### config.mk
export PLATFORM = sky130hd
export DESIGN_NAME = dt_engine
export DESIGN_NICKNAME = d
export VERILOG_FILES = /design/src/rtl/dt_pkg.sv /design/src/rtl/dt_nbr_min.sv /design/src/rtl/dt_engine.sv
export SDC_FILE = /design/constraint.sdc
export NUM_CORES = 1
export LEC_CHECK = 0
export CORE_MARGIN = 5
export CORE_UTILIZATION = 51
export DETAILED_ROUTE_END_ITERATION = 10
export GPL_TIMING_DRIVEN = 0
export PLACE_DENSITY = 0.69
export SYNTH_ARGS = -nofsm -noshare
export SYNTH_HDL_FRONTEND = slang
export SYNTH_SLANG_ARGS = --single-unit
### constraint.sdc
create_clock -name clk -period 8.6 [get_ports clk]
set_clock_uncertainty 0.1 [all_clocks]
set_input_delay 0.86 -clock clk [delete_from_list [all_inputs] [get_ports clk]]
set_output_delay 0.86 -clock clk [all_outputs]
set_load 0.01 [all_outputs]
### src/rtl/dt_pkg.sv
// Shared types and constants for the two-pass distance-transform engine:
// FSM encodings, neighbour identifiers and the metric selector.
package dt_pkg;

    typedef enum logic [2:0] {ST_IDLE, ST_LOAD, ST_FWD, ST_BWD, ST_FIN} state_t;

    // Per-pixel micro-phase; LOAD uses only PH_RD (sti read) and PH_WR (pixel writes)
    typedef enum logic [2:0] {PH_RD, PH_CHK, PH_NBR, PH_ACC, PH_WR} phase_t;

    typedef enum logic [2:0] {NB_NW, NB_N, NB_NE, NB_W, NB_E, NB_SW, NB_S, NB_SE} nbr_t;

    localparam logic MODE_CHESS = 1'b0;
    localparam logic MODE_CITY  = 1'b1;

    // Forward pass visits NW,N,NE,W; backward pass mirrors it as SE,S,SW,E
    function automatic nbr_t slot_nbr(input logic bwd, input logic mode, input logic [1:0] slot);
        nbr_t n;
        if (mode == MODE_CITY) begin
            if (bwd) n = slot[0] ? NB_E : NB_S;
            else     n = slot[0] ? NB_W : NB_N;
        end else begin
            if (bwd) n = nbr_t'(3'd7 - {1'b0, slot});
            else     n = nbr_t'({1'b0, slot});
        end
        return n;
    endfunction

    function automatic logic [1:0] last_slot(input logic mode);
        return (mode == MODE_CITY) ? 2'd1 : 2'd3;
    endfunction

endpackage

### src/rtl/dt_nbr_min.sv
// Running-minimum accumulator over a pixel's neighbours, with a
// saturating +1 view of the current minimum.
module dt_nbr_min #(
    parameter int PIX_W = 8
) (
    input  logic             clk,
    input  logic             rstn,
    input  logic             clr,
    input  logic             acc_en,
    input  logic [PIX_W-1:0] din,
    output logic [PIX_W-1:0] min_inc
);

    localparam logic [PIX_W:0] SAT = {1'b0, {PIX_W{1'b1}}};
    localparam logic [PIX_W:0] INC = (PIX_W + 1)'(1);

    logic [PIX_W-1:0] acc_q;
    logic [PIX_W:0]   sum;

    // NOTE: reset is synchronous, so it lives inside the clocked block and
    // only takes effect on an edge; state uses non-blocking assignments.
    always_ff @(posedge clk) begin
        if (!rstn)                       acc_q <= '0;
        else if (clr)                    acc_q <= '1;
        else if (acc_en && din < acc_q)  acc_q <= din;
    end

    // One extra bit so that max+1 is seen as overflow before clamping
    assign sum     = {1'b0, acc_q} + INC;
    assign min_inc = (sum > SAT) ? SAT[PIX_W-1:0] : sum[PIX_W-1:0];

endmodule

### src/rtl/dt_engine.sv
// Two-pass distance-transform engine: unpacks the sti image into res, then
// runs forward and backward raster passes writing distances in place.
module dt_engine
    import dt_pkg::*;
#(
    parameter int IMG_W = 128,
    parameter int IMG_H = 128,
    parameter int STI_W = 16,
    parameter int PIX_W = 8,
    localparam int SA_W = $clog2(IMG_W * IMG_H / STI_W),
    localparam int RA_W = $clog2(IMG_W * IMG_H)
) (
    input  logic             clk,
    input  logic             rstn,
    input  logic             start,
    input  logic             mode,
    output logic             busy,
    output logic             done,
    output logic             sti_rd,
    output logic [SA_W-1:0]  sti_addr,
    input  logic [STI_W-1:0] sti_di,
    output logic             res_rd,
    output logic             res_wr,
    output logic [RA_W-1:0]  res_addr,
    output logic [PIX_W-1:0] res_do,
    input  logic [PIX_W-1:0] res_di
);

    localparam int XW = (IMG_W > 1) ? $clog2(IMG_W) : 1;
    localparam int YW = (IMG_H > 1) ? $clog2(IMG_H) : 1;
    localparam int BW = (STI_W > 1) ? $clog2(STI_W) : 1;

    localparam logic [RA_W-1:0] LAST  = RA_W'(IMG_W * IMG_H - 1);
    localparam logic [RA_W-1:0] ROW   = RA_W'(IMG_W);
    localparam logic [RA_W-1:0] ONE   = RA_W'(1);
    localparam logic [XW-1:0]   X_MAX = XW'(IMG_W - 1);
    localparam logic [YW-1:0]   Y_MAX = YW'(IMG_H - 1);
    localparam logic [BW-1:0]   B_MAX = BW'(STI_W - 1);

    state_t state, state_nx;
    phase_t phase, phase_nx;

    logic [RA_W-1:0]  addr;
    logic [XW-1:0]    x;
    logic [YW-1:0]    y;
    logic [SA_W-1:0]  word_q;
    logic [BW-1:0]    bit_q;
    logic [STI_W-1:0] sti_q, sti_word, sti_sh;
    logic [PIX_W-1:0] centre_q, min_inc, bwd_val;
    logic [1:0]       slot_q;
    logic             mode_q, pend_valid, pend_rd;

    logic go, step_f, step_b, load_wr, slot_clr, slot_inc, acc_clr, centre_ld, nbr_slot, adv;
    logic bwd, last_px, x_lo, x_hi, y_lo, y_hi, nbr_ok;
    logic [RA_W-1:0] nbr_addr;
    nbr_t nid;

    assign bwd     = (state == ST_BWD);
    assign last_px = bwd ? (addr == '0) : (addr == LAST);
    assign x_lo    = (x != '0);
    assign x_hi    = (x != X_MAX);
    assign y_lo    = (y != '0);
    assign y_hi    = (y != Y_MAX);
    assign nid     = slot_nbr(bwd, mode_q, slot_q);

    // Out-of-image neighbours are flagged here and never read
    always_comb begin
        nbr_ok   = 1'b0;
        nbr_addr = addr;
        unique case (nid)
            NB_NW: begin nbr_ok = y_lo && x_lo; nbr_addr = addr - ROW - ONE; end
            NB_N:  begin nbr_ok = y_lo;         nbr_addr = addr - ROW;       end
            NB_NE: begin nbr_ok = y_lo && x_hi; nbr_addr = addr - ROW + ONE; end
            NB_W:  begin nbr_ok = x_lo;         nbr_addr = addr - ONE;       end
            NB_E:  begin nbr_ok = x_hi;         nbr_addr = addr + ONE;       end
            NB_SW: begin nbr_ok = y_hi && x_lo; nbr_addr = addr + ROW - ONE; end
            NB_S:  begin nbr_ok = y_hi;         nbr_addr = addr + ROW;       end
            NB_SE: begin nbr_ok = y_hi && x_hi; nbr_addr = addr + ROW + ONE; end
        endcase
    end

    // First pixel of a word takes sti_di directly; the rest use the latched copy
    assign sti_word = (bit_q == '0) ? sti_di : sti_q;
    assign sti_sh   = sti_word << bit_q;
    assign bwd_val  = (centre_q < min_inc) ? centre_q : min_inc;

    assign busy     = (state != ST_IDLE) && (state != ST_FIN);
    assign done     = (state == ST_FIN);
    assign sti_addr = word_q;

    always_ff @(posedge clk) begin
        if (!rstn) begin
            state <= ST_IDLE;
            phase <= PH_RD;
        end else begin
            state <= state_nx;
            phase <= phase_nx;
        end
    end

    // NOTE: every signal driven here gets a default first so no latch is inferred.
    always_comb begin
        state_nx  = state;
        phase_nx  = phase;
        sti_rd    = 1'b0;
        res_rd    = 1'b0;
        res_wr    = 1'b0;
        res_addr  = addr;
        res_do    = '0;
        go        = 1'b0;
        step_f    = 1'b0;
        step_b    = 1'b0;
        load_wr   = 1'b0;
        slot_clr  = 1'b0;
        slot_inc  = 1'b0;
        acc_clr   = 1'b0;
        centre_ld = 1'b0;
        nbr_slot  = 1'b0;
        adv       = 1'b0;
        unique case (state)
            ST_IDLE, ST_FIN: begin
                if (start) begin
                    go       = 1'b1;
                    state_nx = ST_LOAD;
                    phase_nx = PH_RD;
                end
            end
            ST_LOAD: begin
                if (phase == PH_RD) begin
                    sti_rd   = 1'b1;
                    phase_nx = PH_WR;
                end else begin
                    res_wr  = 1'b1;
                    res_do  = PIX_W'(sti_sh[STI_W-1]);
                    load_wr = 1'b1;
                    step_f  = 1'b1;
                    if (bit_q == B_MAX) phase_nx = PH_RD;
                    if (addr == LAST) begin
                        state_nx = ST_FWD;
                        phase_nx = PH_RD;
                    end
                end
            end
            ST_FWD, ST_BWD: begin
                unique case (phase)
                    PH_RD: begin
                        res_rd   = 1'b1;
                        acc_clr  = 1'b1;
                        slot_clr = 1'b1;
                        phase_nx = PH_CHK;
                    end
                    PH_CHK: begin
                        centre_ld = 1'b1;
                        if (res_di == '0) adv = 1'b1;
                        else              phase_nx = PH_NBR;
                    end
                    PH_NBR: begin
                        nbr_slot = 1'b1;
                        res_rd   = nbr_ok;
                        res_addr = nbr_addr;
                        slot_inc = 1'b1;
                        if (slot_q == last_slot(mode_q)) phase_nx = PH_ACC;
                    end
                    PH_ACC: phase_nx = PH_WR;
                    PH_WR: begin
                        res_wr = 1'b1;
                        res_do = bwd ? bwd_val : min_inc;
                        adv    = 1'b1;
                    end
                    default: phase_nx = PH_RD;
                endcase
                if (adv) begin
                    phase_nx = PH_RD;
                    if (last_px)  state_nx = bwd ? ST_FIN : ST_BWD;
                    else if (bwd) step_b = 1'b1;
                    else          step_f = 1'b1;
                end
            end
            default: state_nx = ST_IDLE;
        endcase
    end

    always_ff @(posedge clk) begin
        if (!rstn) begin
            addr       <= '0;
            x          <= '0;
            y          <= '0;
            word_q     <= '0;
            bit_q      <= '0;
            sti_q      <= '0;
            centre_q   <= '0;
            slot_q     <= '0;
            mode_q     <= MODE_CHESS;
            pend_valid <= 1'b0;
            pend_rd    <= 1'b0;
        end else begin
            pend_valid <= nbr_slot;
            pend_rd    <= nbr_slot && nbr_ok;
            if (centre_ld) centre_q <= res_di;
            if (slot_clr)      slot_q <= '0;
            else if (slot_inc) slot_q <= slot_q + 2'd1;
            if (go) begin
                addr   <= '0;
                x      <= '0;
                y      <= '0;
                word_q <= '0;
                bit_q  <= '0;
                mode_q <= mode;
            end else begin
                if (step_f) begin
                    addr <= (addr == LAST) ? '0 : addr + ONE;
                    if (x == X_MAX) begin
                        x <= '0;
                        y <= (y == Y_MAX) ? '0 : y + YW'(1);
                    end else begin
                        x <= x + XW'(1);
                    end
                end else if (step_b) begin
                    addr <= addr - ONE;
                    if (x == '0) begin
                        x <= X_MAX;
                        y <= y - YW'(1);
                    end else begin
                        x <= x - XW'(1);
                    end
                end
                if (load_wr) begin
                    if (bit_q == '0) sti_q <= sti_di;
                    if (bit_q == B_MAX) begin
                        bit_q  <= '0;
                        word_q <= word_q + SA_W'(1);
                    end else begin
                        bit_q <= bit_q + BW'(1);
                    end
                end
            end
        end
    end

    // Slot data returns one cycle after its strobe; skipped slots contribute 0
    dt_nbr_min #(.PIX_W(PIX_W)) u_min (
        .clk     (clk),
        .rstn    (rstn),
        .clr     (acc_clr),
        .acc_en  (pend_valid),
        .din     (pend_rd ? res_di : '0),
        .min_inc (min_inc)
    );

endmodule

==> impl_metrics.tcl <==
set metrics [dict create \
    outcome "finished, final reports clean" \
    h-tree-depth 3 \
    finalSetupViolCount 0 \
    synth_edf_count 0 \
    critical_path.startpoint "u_min.acc_q[1]$_SDFFE_PN0P_" \
    synth_nets 1035 \
    coreArea_um2 14500 \
    overflow 0 \
    period_minus_slack_ps 5490 \
    finalSetupTns_ps 0 \
    synthArstFlopShare_pct 0 \
    peakVddDrop_uv 79.3 \
    syn2layout_area_growth_pct 15.8 \
    yosysMostFrequentCell "nand2_1" \
    grt_busiest_layer "met2" \
    leakage_nw 3.14 \
    drv_cap 0 \
    required_ps 7640 \
    critPathArrivalTime_ps 4530 \
    synth_cell_types 96 \
    cts_hold_buf 0 \
    root_buffer "clkbuf_16" \
    final_nets 1110 \
    seq_area_frac_synth_pct 22.7 \
    grt_pass1_vias 7242 \
    setup.worst_path.end_class "primary output" \
    slew_viol_final 0 \
    postCtsSetupBuffers 0 \
    drc 0 \
    io_pins 65 \
    vias 7798 \
    globalRouteMet2Util_pct 38.6 \
    drt_pre_antenna_iters 5 \
    num_rows 44 \
    ys_top_cells_by_count "95 x nand2_1, 89 x nor2_1, 85 x dfxtp_1" \
    design.die.area_um2 17200 \
    synth_top_area_share_pct 22.7 \
    cts_buffers 9 \
    die_h_um 131 \
    grt_use_total_pct 25.5 \
    portBuffers 64 \
    synth_area_um2 7480 \
    synth_area_leaders "dfxtp_1 23%, ha_1 4.9%, nand2_1 4.8%, nor2_1 4.5%, a21oi_1 4.1%" \
    finalWirelength_um 22700 \
    ys_ff_latch 85 \
    hold_class "reg2reg" \
    initial_core_util_pct 51.7 \
    stdcell_count 1242 \
    grt_antenna_before_repair 0 \
    cts_tree "built" \
    clock_latency_ps 340 \
    routedWlPerCell_um 18.3 \
    tightestPinTransition_ps 975 \
    clock.fmax_mhz 182 \
    drt_iter0_drc 779 \
    avgSynthCellArea_um2 7.65 \
    path_max_fanout 9 \
    cts.repair.resized 0 \
    min_period_over_period_pct 63.8 \
    syn_inst 978 \
    die_x_um 131 \
    num_antenna_cells 0 \
    yosysWarnings 0 \
    vias_per_cell 6.28 \
    synth_ff_type "dfxtp_1" \
    maxSlewHeadroom_pct 34.9 \
    cts_sinks 85 \
    cp-start-kind "flop" \
    path_clk_slew_ps 70 \
    clockBufferDepth 2 \
    place_congestion 0.962 \
    crit_type "reg2out" \
    hold_viol 0 \
    grt_pass1_wl_um 37400 \
    hp-start "sti_q[1]$_SDFFE_PN0P_" \
    dp_cells 1226 \
    ant_nets 0 \
    drive_above_1_share_pct 8.98 \
    use_met3_pct 4.09 \
    rsz0062_at_grt "no" \
    synth_top_cell_by_area "dfxtp_1" \
    r2r_start "addr[0]$_SDFFE_PP0P_" \
    dp_hpwl_um 16800 \
    grt_max_degree 15 \
    met1_usage_pct 36.4 \
    p_per_area_nw_per_um2 104 \
]
[critical path, stage by stage (launching register included)]
cell	delay, ps
dfxtp_1	480
ha_1	330
nand3_1	190
or3_1	360
nor2_1	270
a41oi_1	160
and2_1	210
ha_1	170
nand4_1	80
o21ai_0	80
nor3_1	240
o211a_1	340
inv_1	170
o21ai_0	440
nand2_1	140
clkdlybuf4s50_1	500
[cells in the final DEF, fill, tap and decap left out, types with 5 or more instances in the layout]
master	instances
nor3_1	37
a211oi_1	16
or3_1	10
o21ai_0	43
xor2_1	13
and3_1	13
a21boi_0	12
o31ai_1	6
o22ai_1	7
o21ai_1	8
dfxtp_1	85
and4_1	6
a21oi_1	61
nor2_1	89
clkbuf_16	9
clkbuf_1	37
a221oi_1	9
nand3_1	44
o21a_1	5
nand2_1	95
a31oi_1	8
and2_1	13
a221o_1	10
nand2b_1	7
ha_1	29
nor4_1	12
o311a_1	5
o211ai_1	7
or4_1	5
clkdlybuf4s50_1	64
buf_2	22
buf_4	6
nand4_1	17
inv_1	33
mux2i_1	28
xnor2_1	34
nor3b_1	8
mux4_2	9
a21o_1	5
nor2b_1	23
[final cells by class]
| type | instances | area (µm²) |
|---|---|---|
| clock inverter | 4 | 55.1 |
| fill | 1386 | 5820 |
| sequential | 85 | 1700 |
| tap | 184 | 230 |
| clock buffer | 12 | 256 |
| multi-input combinational | 787 | 5300 |
| buffer | 72 | 350 |
| timing repair buffer | 64 | 641 |
| inverter | 34 | 128 |
[cell families (layout without fill, tap and decap cells)]
family,Yosys count,count (layout),share of synthesized area (%)
AOI/OAI and AO/OA,257,257,24.1
xor gates and xnor gates,47,47,5.50
adders and majority gates,29,29,4.85
buffers and inverters,106,186,6.39
DFF,85,85,22.7
muxes,41,41,7.06
and+or+nand+nor,413,413,29.4
[registers in the layout (all words and copies together), names as in the netlist]
name         count
sti_q           16
slot_q           2
phase            3
pend_valid       1
sti_addr        10
u_min.acc_q      8
x                7
y                7
addr            14
bit_q            4
mode_q           1
centre_q         8
state            3
pend_rd          1
[report_power, final]
group          switching (mW)  leakage [nW]  internal (mW)  total, mW
Clock                   0.167         0.149          0.243      0.410
Sequential            0.00228         0.686          0.397      0.399
Combinational          0.0497          2.31         0.0382     0.0879
Total                   0.219          3.14          0.678      0.897
[metrics by stage]
| step | power [mW] | utilization, % | hold WS (ps) | cell area (µm²) | setup WS [ps] |
|---|---|---|---|---|---|
| floorplan | 0.459 | - | 340 | 7480 | 4550 |
| global placement | 0.494 | 57.7 | 353 | 8350 | 3530 |
| detailed placement | 0.495 | 57.7 | 358 | 8350 | 3550 |
| CTS | 0.898 | 59.8 | 367 | 8660 | 3170 |
| global route | 0.926 | 59.8 | 383 | 8660 | 2780 |
| finish | 0.897 | 59.8 | 365 | 8660 | 3110 |
[worst paths after layout]
kind / end / slack (ps) / depth (start not counted)
max: res_do[0] / 3110 / 15
min: sti_q[1]$_SDFFE_PN0P_ / 370 / 2
max reg2reg: addr[12]$_SDFFE_PP0P_ / 5380 / 11
min reg2reg: sti_q[1]$_SDFFE_PN0P_ / 370 / 2
[layer usage]
layer | wire (µm) | vias to the layer above | share of wire [%]
li1 | - | 3774 | -
met1 | 10100 | 3578 | 44
met2 | 9980 | 387 | 44
met3 | 1990 | 59 | 8.7
met4 | 658 | 0 | 2.9
met5 | 0 | - | 0
No activity file was read; power rests on OpenSTA's default activity.
